$ cat config.mk
export PLATFORM = sky130hd
export DESIGN_NAME = ex_muldiv_sequencer
export DESIGN_NICKNAME = d
export VERILOG_FILES = /design/src/rtl/ex_muldiv_sequencer.sv
export SDC_FILE = /design/constraint.sdc
export NUM_CORES = 1
export LEC_CHECK = 0
export CAP_MARGIN = 20
export CORE_AREA = 2 2 269 138
export DETAILED_ROUTE_END_ITERATION = 10
export DIE_AREA = 0 0 271 140
export SETUP_SLACK_MARGIN = 0.02
export SYNTH_ARGS = -nofsm -noshare
export SYNTH_HDL_FRONTEND = slang
export SYNTH_SLANG_ARGS = --single-unit
$ cat constraint.sdc
create_clock -name clk -period 11.62 [get_ports clk]
set_clock_uncertainty 0.1 [all_clocks]
set_input_delay 2.324 -clock clk [delete_from_list [all_inputs] [get_ports clk]]
set_output_delay 2.324 -clock clk [all_outputs]
set_load 0.01 [all_outputs]
$ cat src/rtl/ex_muldiv_sequencer.sv
// ex_muldiv_sequencer
//   Multi-cycle RV32M multiply/divide unit sitting beside the execute stage. It accepts one
//   M-extension op, runs an iterative shift-add multiply or restoring divide (one bit per
//   cycle), and holds execute's ready_go low until the result is handed to memory.
//
// Ports
//   clk, rst          clock, synchronous active-high reset
//   i_req_valid/o_req_ready, i_req_op, i_req_src1, i_req_src2   request from execute
//   i_flush           mispredict kill, aborts anything in flight, wins over a new request
//   o_resp_valid/i_resp_ready, o_resp_data                        result towards memory
//   o_busy            sequencer not idle
//   o_ex_ready_go     ready_go to execute
//
// Configuration
//   MULDIV_FAST_MUL_EN  when defined, all multiplies finish in one cycle through a
//                       combinational XLEN x XLEN multiplier; divides stay iterative.
module ex_muldiv_sequencer #(
  parameter int unsigned XLEN  = 32,
  parameter int unsigned CNT_W = 6
) (
  input  logic            clk,
  input  logic            rst,
  input  logic            i_req_valid,
  output logic            o_req_ready,
  input  logic [2:0]      i_req_op,
  input  logic [XLEN-1:0] i_req_src1,
  input  logic [XLEN-1:0] i_req_src2,
  input  logic            i_flush,
  output logic            o_resp_valid,
  input  logic            i_resp_ready,
  output logic [XLEN-1:0] o_resp_data,
  output logic            o_busy,
  output logic            o_ex_ready_go
);

  typedef enum logic [1:0] {StIdle, StCalc, StDone} state_e;

  localparam logic [2:0] OpMul    = 3'd0;
  localparam logic [2:0] OpMulh   = 3'd1;
  localparam logic [2:0] OpMulhsu = 3'd2;
  localparam logic [2:0] OpDiv    = 3'd4;
  localparam logic [2:0] OpRem    = 3'd6;

  state_e            r_state;
  logic [CNT_W-1:0]  r_cnt;
  logic [2:0]        r_op;
  logic [XLEN-1:0]   r_mcand;     // multiplicand or divisor magnitude
  logic [2*XLEN-1:0] r_acc;       // {hi, lo} product or {rem, quot}
  logic              r_neg_q;     // negate product / quotient at the end
  logic              r_neg_r;     // negate remainder at the end
  logic [XLEN-1:0]   r_resp_data;
  logic              r_resp_valid;
  logic              r_req_ready;
  logic              r_busy;

  // Accept-time decode
  logic              w_is_div;
  logic              w_s1;
  logic              w_s2;
  logic              w_neg1;
  logic              w_neg2;
  logic [XLEN-1:0]   w_mag1;
  logic [XLEN-1:0]   w_mag2;
  logic              w_div0;
  logic              w_ovf;
  logic [XLEN-1:0]   w_special_res;

  assign w_is_div = i_req_op[2];
  assign w_s1     = (i_req_op == OpMul) || (i_req_op == OpMulh) || (i_req_op == OpMulhsu) ||
                    (i_req_op == OpDiv) || (i_req_op == OpRem);
  assign w_s2     = (i_req_op == OpMul) || (i_req_op == OpMulh) ||
                    (i_req_op == OpDiv) || (i_req_op == OpRem);
  assign w_neg1   = w_s1 && i_req_src1[XLEN-1];
  assign w_neg2   = w_s2 && i_req_src2[XLEN-1];
  assign w_mag1   = w_neg1 ? -i_req_src1 : i_req_src1;
  assign w_mag2   = w_neg2 ? -i_req_src2 : i_req_src2;
  assign w_div0   = w_is_div && (i_req_src2 == '0);
  assign w_ovf    = ((i_req_op == OpDiv) || (i_req_op == OpRem)) &&
                    (i_req_src1 == {1'b1, {(XLEN-1){1'b0}}}) && (i_req_src2 == '1);

  // op[1] clear selects the quotient forms (DIV/DIVU), set selects the remainder forms
  always_comb begin
    w_special_res = '0;
    if (w_div0) begin
      w_special_res = i_req_op[1] ? i_req_src1 : '1;
    end else if (w_ovf) begin
      w_special_res = i_req_op[1] ? '0 : i_req_src1;
    end
  end

`ifdef MULDIV_FAST_MUL_EN
  logic [2*XLEN-1:0] w_fast_prod;
  logic [2*XLEN-1:0] w_fast_sprod;
  logic [XLEN-1:0]   w_fast_res;

  assign w_fast_prod  = {{XLEN{1'b0}}, w_mag1} * {{XLEN{1'b0}}, w_mag2};
  assign w_fast_sprod = (w_neg1 ^ w_neg2) ? -w_fast_prod : w_fast_prod;
  assign w_fast_res   = (i_req_op == OpMul) ? w_fast_sprod[XLEN-1:0]
                                            : w_fast_sprod[2*XLEN-1:XLEN];
`endif

  // One iteration of the shift-add multiplier: add multiplicand into the high half when the
  // current multiplier bit is set, then shift the whole {carry, hi, lo} right by one.
  logic [XLEN:0]     w_mul_sum;
  logic [2*XLEN-1:0] w_mul_nxt;

  assign w_mul_sum = {1'b0, r_acc[2*XLEN-1:XLEN]} + (r_acc[0] ? {1'b0, r_mcand} : '0);
  assign w_mul_nxt = {w_mul_sum, r_acc[XLEN-1:1]};

  // One iteration of the restoring divider on {rem, quot}. The shifted remainder needs one
  // extra bit; when it is >= divisor the difference always fits back into XLEN bits.
  logic [XLEN:0]     w_rem_sh;
  logic              w_ge;
  logic [XLEN-1:0]   w_rem_sub;
  logic [2*XLEN-1:0] w_div_nxt;
  logic [2*XLEN-1:0] w_acc_nxt;

  assign w_rem_sh  = r_acc[2*XLEN-1:XLEN-1];
  assign w_ge      = w_rem_sh >= {1'b0, r_mcand};
  assign w_rem_sub = w_rem_sh[XLEN-1:0] - r_mcand;
  assign w_div_nxt = {(w_ge ? w_rem_sub : w_rem_sh[XLEN-1:0]), r_acc[XLEN-2:0], w_ge};
  assign w_acc_nxt = r_op[2] ? w_div_nxt : w_mul_nxt;

  // Final result from the last iteration, with the sign fix-up applied
  logic [2*XLEN-1:0] w_prod;
  logic [XLEN-1:0]   w_quot;
  logic [XLEN-1:0]   w_rem;
  logic [XLEN-1:0]   w_calc_res;

  assign w_prod = r_neg_q ? -w_acc_nxt : w_acc_nxt;
  assign w_quot = r_neg_q ? -w_acc_nxt[XLEN-1:0] : w_acc_nxt[XLEN-1:0];
  assign w_rem  = r_neg_r ? -w_acc_nxt[2*XLEN-1:XLEN] : w_acc_nxt[2*XLEN-1:XLEN];

  always_comb begin
    w_calc_res = '0;
    unique case (r_op)
      3'd0:             w_calc_res = w_prod[XLEN-1:0];
      3'd1, 3'd2, 3'd3: w_calc_res = w_prod[2*XLEN-1:XLEN];
      3'd4, 3'd5:       w_calc_res = w_quot;
      default:          w_calc_res = w_rem;
    endcase
  end

  always_ff @(posedge clk) begin
    if (rst) begin
      r_state      <= StIdle;
      r_cnt        <= '0;
      r_op         <= '0;
      r_mcand      <= '0;
      r_acc        <= '0;
      r_neg_q      <= 1'b0;
      r_neg_r      <= 1'b0;
      r_resp_data  <= '0;
      r_resp_valid <= 1'b0;
      r_req_ready  <= 1'b1;
      r_busy       <= 1'b0;
    end else begin
      unique case (r_state)
        StIdle: begin
          if (i_req_valid && r_req_ready && !i_flush) begin
            r_op    <= i_req_op;
            r_neg_q <= w_neg1 ^ w_neg2;
            r_neg_r <= w_neg1;
            r_busy      <= 1'b1;
            r_req_ready <= 1'b0;
            if (w_div0 || w_ovf) begin
              r_resp_data  <= w_special_res;
              r_resp_valid <= 1'b1;
              r_state      <= StDone;
`ifdef MULDIV_FAST_MUL_EN
            end else if (!w_is_div) begin
              r_resp_data  <= w_fast_res;
              r_resp_valid <= 1'b1;
              r_state      <= StDone;
`endif
            end else begin
              r_cnt   <= '0;
              r_acc   <= {{XLEN{1'b0}}, (w_is_div ? w_mag1 : w_mag2)};
              r_mcand <= w_is_div ? w_mag2 : w_mag1;
              r_state <= StCalc;
            end
          end
        end
        StCalc: begin
          if (i_flush) begin
            r_cnt       <= '0;
            r_busy      <= 1'b0;
            r_req_ready <= 1'b1;
            r_state     <= StIdle;
          end else if (r_cnt == CNT_W'(XLEN - 1)) begin
            r_acc        <= w_acc_nxt;
            r_cnt        <= '0;
            r_resp_data  <= w_calc_res;
            r_resp_valid <= 1'b1;
            r_state      <= StDone;
          end else begin
            r_acc <= w_acc_nxt;
            r_cnt <= r_cnt + CNT_W'(1);
          end
        end
        StDone: begin
          // A flush here discards the result even if memory accepts it this cycle
          if (i_flush || i_resp_ready) begin
            r_resp_valid <= 1'b0;
            r_busy       <= 1'b0;
            r_req_ready  <= 1'b1;
            r_state      <= StIdle;
          end
        end
        default: begin
          r_resp_valid <= 1'b0;
          r_busy       <= 1'b0;
          r_req_ready  <= 1'b1;
          r_state      <= StIdle;
        end
      endcase
    end
  end

  assign o_req_ready   = r_req_ready;
  assign o_resp_valid  = r_resp_valid;
  assign o_resp_data   = r_resp_data;
  assign o_busy        = r_busy;
  assign o_ex_ready_go = ((r_state == StIdle) && !i_req_valid) || (r_resp_valid && i_resp_ready);

endmodule

==> results_dict.tcl <==
set metrics [dict create \
    insertion_delay_ps 450 \
    hpwl_um 59310 \
    hp-class "flop to flop" \
    layout-drive-gt1-share_pct 5.795 \
    drc 0 \
    initial_core_util_pct 44.79 \
    worst_slew_pin_slew_ps 1124 \
    status "completed" \
    synth_top_area_cell "dfxtp_1" \
    synth_top_area_share_pct 18.13 \
    cap_violations 0 \
    min_to "r_mcand[25]$_SDFFE_PP0P_" \
    setup_tns_ps 0 \
    rrSetupSlack_ps 4610 \
    num_rows 49 \
    htreeDepth 4 \
    crit_required_ps 11820 \
    hp-start "r_mcand[25]$_SDFFE_PP0P_" \
    end_kind "flop" \
    synth.distinct_cells 80 \
    vias_per_cell 6.792 \
    ys_async_sr_fraction_pct 0 \
    antenna_left 0 \
    finalInstanceArea_um2 17870 \
    max_slew_margin_pct 24.28 \
    clock.fmax_ghz 0.1316 \
    setup_viol 0 \
    synth.most_common_cell "nor2_1" \
    wl_per_cell_um 27.26 \
    seq_area_frac_synth_pct 18.13 \
    ctsHoldBuffers 0 \
    io_pins 108 \
    synth_area_leaders "dfxtp_1 (18%), nor2_1 (6.3%), xnor2_1 (5.8%)" \
    yosysWarnings 0 \
    r2r-start "r_mcand[19]$_SDFFE_PP0P_" \
    clk_path_buf_depth 2 \
    n_antenna_cell 0 \
    syn_nets 2423 \
    critPathKind "input port to flop" \
    vias 18880 \
    ys_seq_elements 144 \
    reg2reg_to "o_resp_data[28]$_SDFFE_PP0P_" \
    totalWireLength_um 75760 \
    grt_pass1_wl_um 110100 \
    path_clk_slew_ps 70 \
    power_density_nw_per_um2 195.3 \
    final_cells 2779 \
    numCtsBuffers 17 \
    die_area_um2 37940 \
    cts-root-buf "clkbuf_16" \
    period_needed_ps 7597 \
    track_usage_pct 38.51 \
    worstPathMaxFanout 67 \
    die_x_um 271 \
    ys.flop_type "dfxtp_1" \
    period_share_pct 65.38 \
    antenna_found_initial 1 \
    die_y_um 140 \
    synth.avg_cell_area_um2 6.977 \
    rsz0062_at_grt "no" \
    grt_max_degree 72 \
    grt_pass1_vias 16370 \
    synthTopCellsByCount "nor2_1 (266), nand2_1 (217), o21ai_0 (183)" \
    hold_viol 0 \
    placed_cells 2747 \
    drt_iter0_drc 2868 \
    crit_path_start_kind "input port" \
    synthesis.area_um2 15900 \
    postCtsSetupBuffers 0 \
    cts_tree "done" \
    dpl_cell_area_um2 17280 \
    worst-endpoint-arrival_ps 7800 \
    min_path_cells 2 \
    coreArea_um2 35500 \
    synth-edff-count 0 \
    syn_inst 2279 \
    drt_pass1_iterations 9 \
    overflow 0 \
    nets 2426 \
    final_max_slew_viol_count 0 \
    p_leak_uw 0.006725 \
    gp_congestion 1.022 \
    peakVddDrop_mv 0.08326 \
    port_buffers 107 \
    rr_worst_depth 19 \
    syn2layout_area_growth_pct 12.42 \
    cts_resized 0 \
    cts.sinks 144 \
]
[report_power, final]
| part | switching, uW | internal, uW | leakage, uW |
|---|---|---|---|
| clock | 258 | 326 | 0.000287 |
| sequential | 109 | 574 | 0.00117 |
| combinational | 1520 | 709 | 0.00527 |
[placed cells by master, fill, tap and decap left out, drive strengths merged, types with 31 or more instances in the layout]
cell type,netlist,final
nor2,266,266
nand2,218,218
o21ai,186,186
a21oi,177,177
dfxtp,144,144
xnor2,106,106
clkdlybuf4s50,0,105
xor2,78,78
inv,71,73
ha,70,70
nor3,62,62
o211ai,51,51
and2,48,48
buf,28,43
nand4,40,40
a21o,37,37
nand3,36,36
or3,34,34
a211oi,32,32
o31ai,31,31
[kinds of logic (layout without fill, tap and decap cells)]
logic type               Yosys count  count (layout)  share of synthesized area (%)
AND/OR/NAND/NOR                  825             825                          24.68
AO/OA/AOI/OAI                    768             768                          32.20
buffers and inverters            235             251                          5.713
XOR/XNOR                         184             184                          10.14
flip-flops                       144             144                          18.13
adder cells (fa/ha/maj)           73              73                          5.823
multiplexers                      50              50                          3.321
[per-stage QoR]
stage / power (uW) / hold slack (ps) / utilization [%] / setup WS, ps
after CTS: 3373 / 380.1 / 50.35 / 4304
after floorplan: 2016 / 340.3 / - / 5775
final: 3491 / 375.7 / 50.35 / 4023
after global routing: 3647 / 402.5 / 50.35 / 3802
after detailed placement: 2793 / 370.2 / 48.68 / 3836
after global placement: 2777 / 357.5 / 48.68 / 4077
[registers in the layout, summed over array words and instances (netlist names)]
name          flops
o_busy            1
o_req_ready       1
o_resp_data      32
o_resp_valid      1
r_acc            64
r_cnt             6
r_mcand          32
r_neg_q           1
r_neg_r           1
r_op              3
r_state           2
[worst max-delay path: stages]
cell and delay, ps:
clkdlybuf4s50_1 490, inv_1 120, ha_1 160, or3b_2 450, or3_1 390, nand2b_1 340, nor3_1 500, nand4_1 220
o21ai_0 630, nand2_1 230, o21ai_4 90, buf_4 740, nor2_4 220, buf_4 380, a222oi_1 370, nor2_1 70
[worst max path at each step]
| stage | startpoint | cells past startpoint | endpoint | slack [ps] |
|---|---|---|---|---|
| 2_1_floorplan | i_req_src1[1] | 14 | o_resp_data[30]$_SDFFE_PP0P_ | 5780 |
| 3_3_place_gp | i_req_src1[0] | 16 | r_acc[27]$_SDFFE_PP0P_ | 4080 |
| 3_5_place_dp | i_req_src1[0] | 16 | r_acc[19]$_SDFFE_PP0P_ | 3840 |
| 4_1_cts | i_req_src1[0] | 16 | r_acc[19]$_SDFFE_PP0P_ | 4300 |
| 5_1_grt | i_req_src1[0] | 16 | r_acc[31]$_SDFFE_PP0P_ | 3800 |
| 6_report | i_req_src1[0] | 16 | r_acc[19]$_SDFFE_PP0P_ | 4020 |
[layout make-up]
| type | count | area, um2 |
|---|---|---|
| fillers | 3579 | 17620 |
| flip-flops and latches | 144 | 2888 |
| multi-input cells | 1900 | 12150 |
| clock inverters | 11 | 102.6 |
| well taps | 484 | 605.6 |
| inverters | 71 | 266.5 |
| repair buffers | 148 | 1371 |
| clock buffers | 21 | 491.7 |
[metal layers]
layer,global-route usage (%),up-vias,share of wire (%)
met5,0,-,0.017
met3,16.89,88,16
met4,6.484,2,1.3
met2,46.45,1310,35
li1,-,8439,-
met1,60.27,9037,47
(Power assumes the default switching activity.)
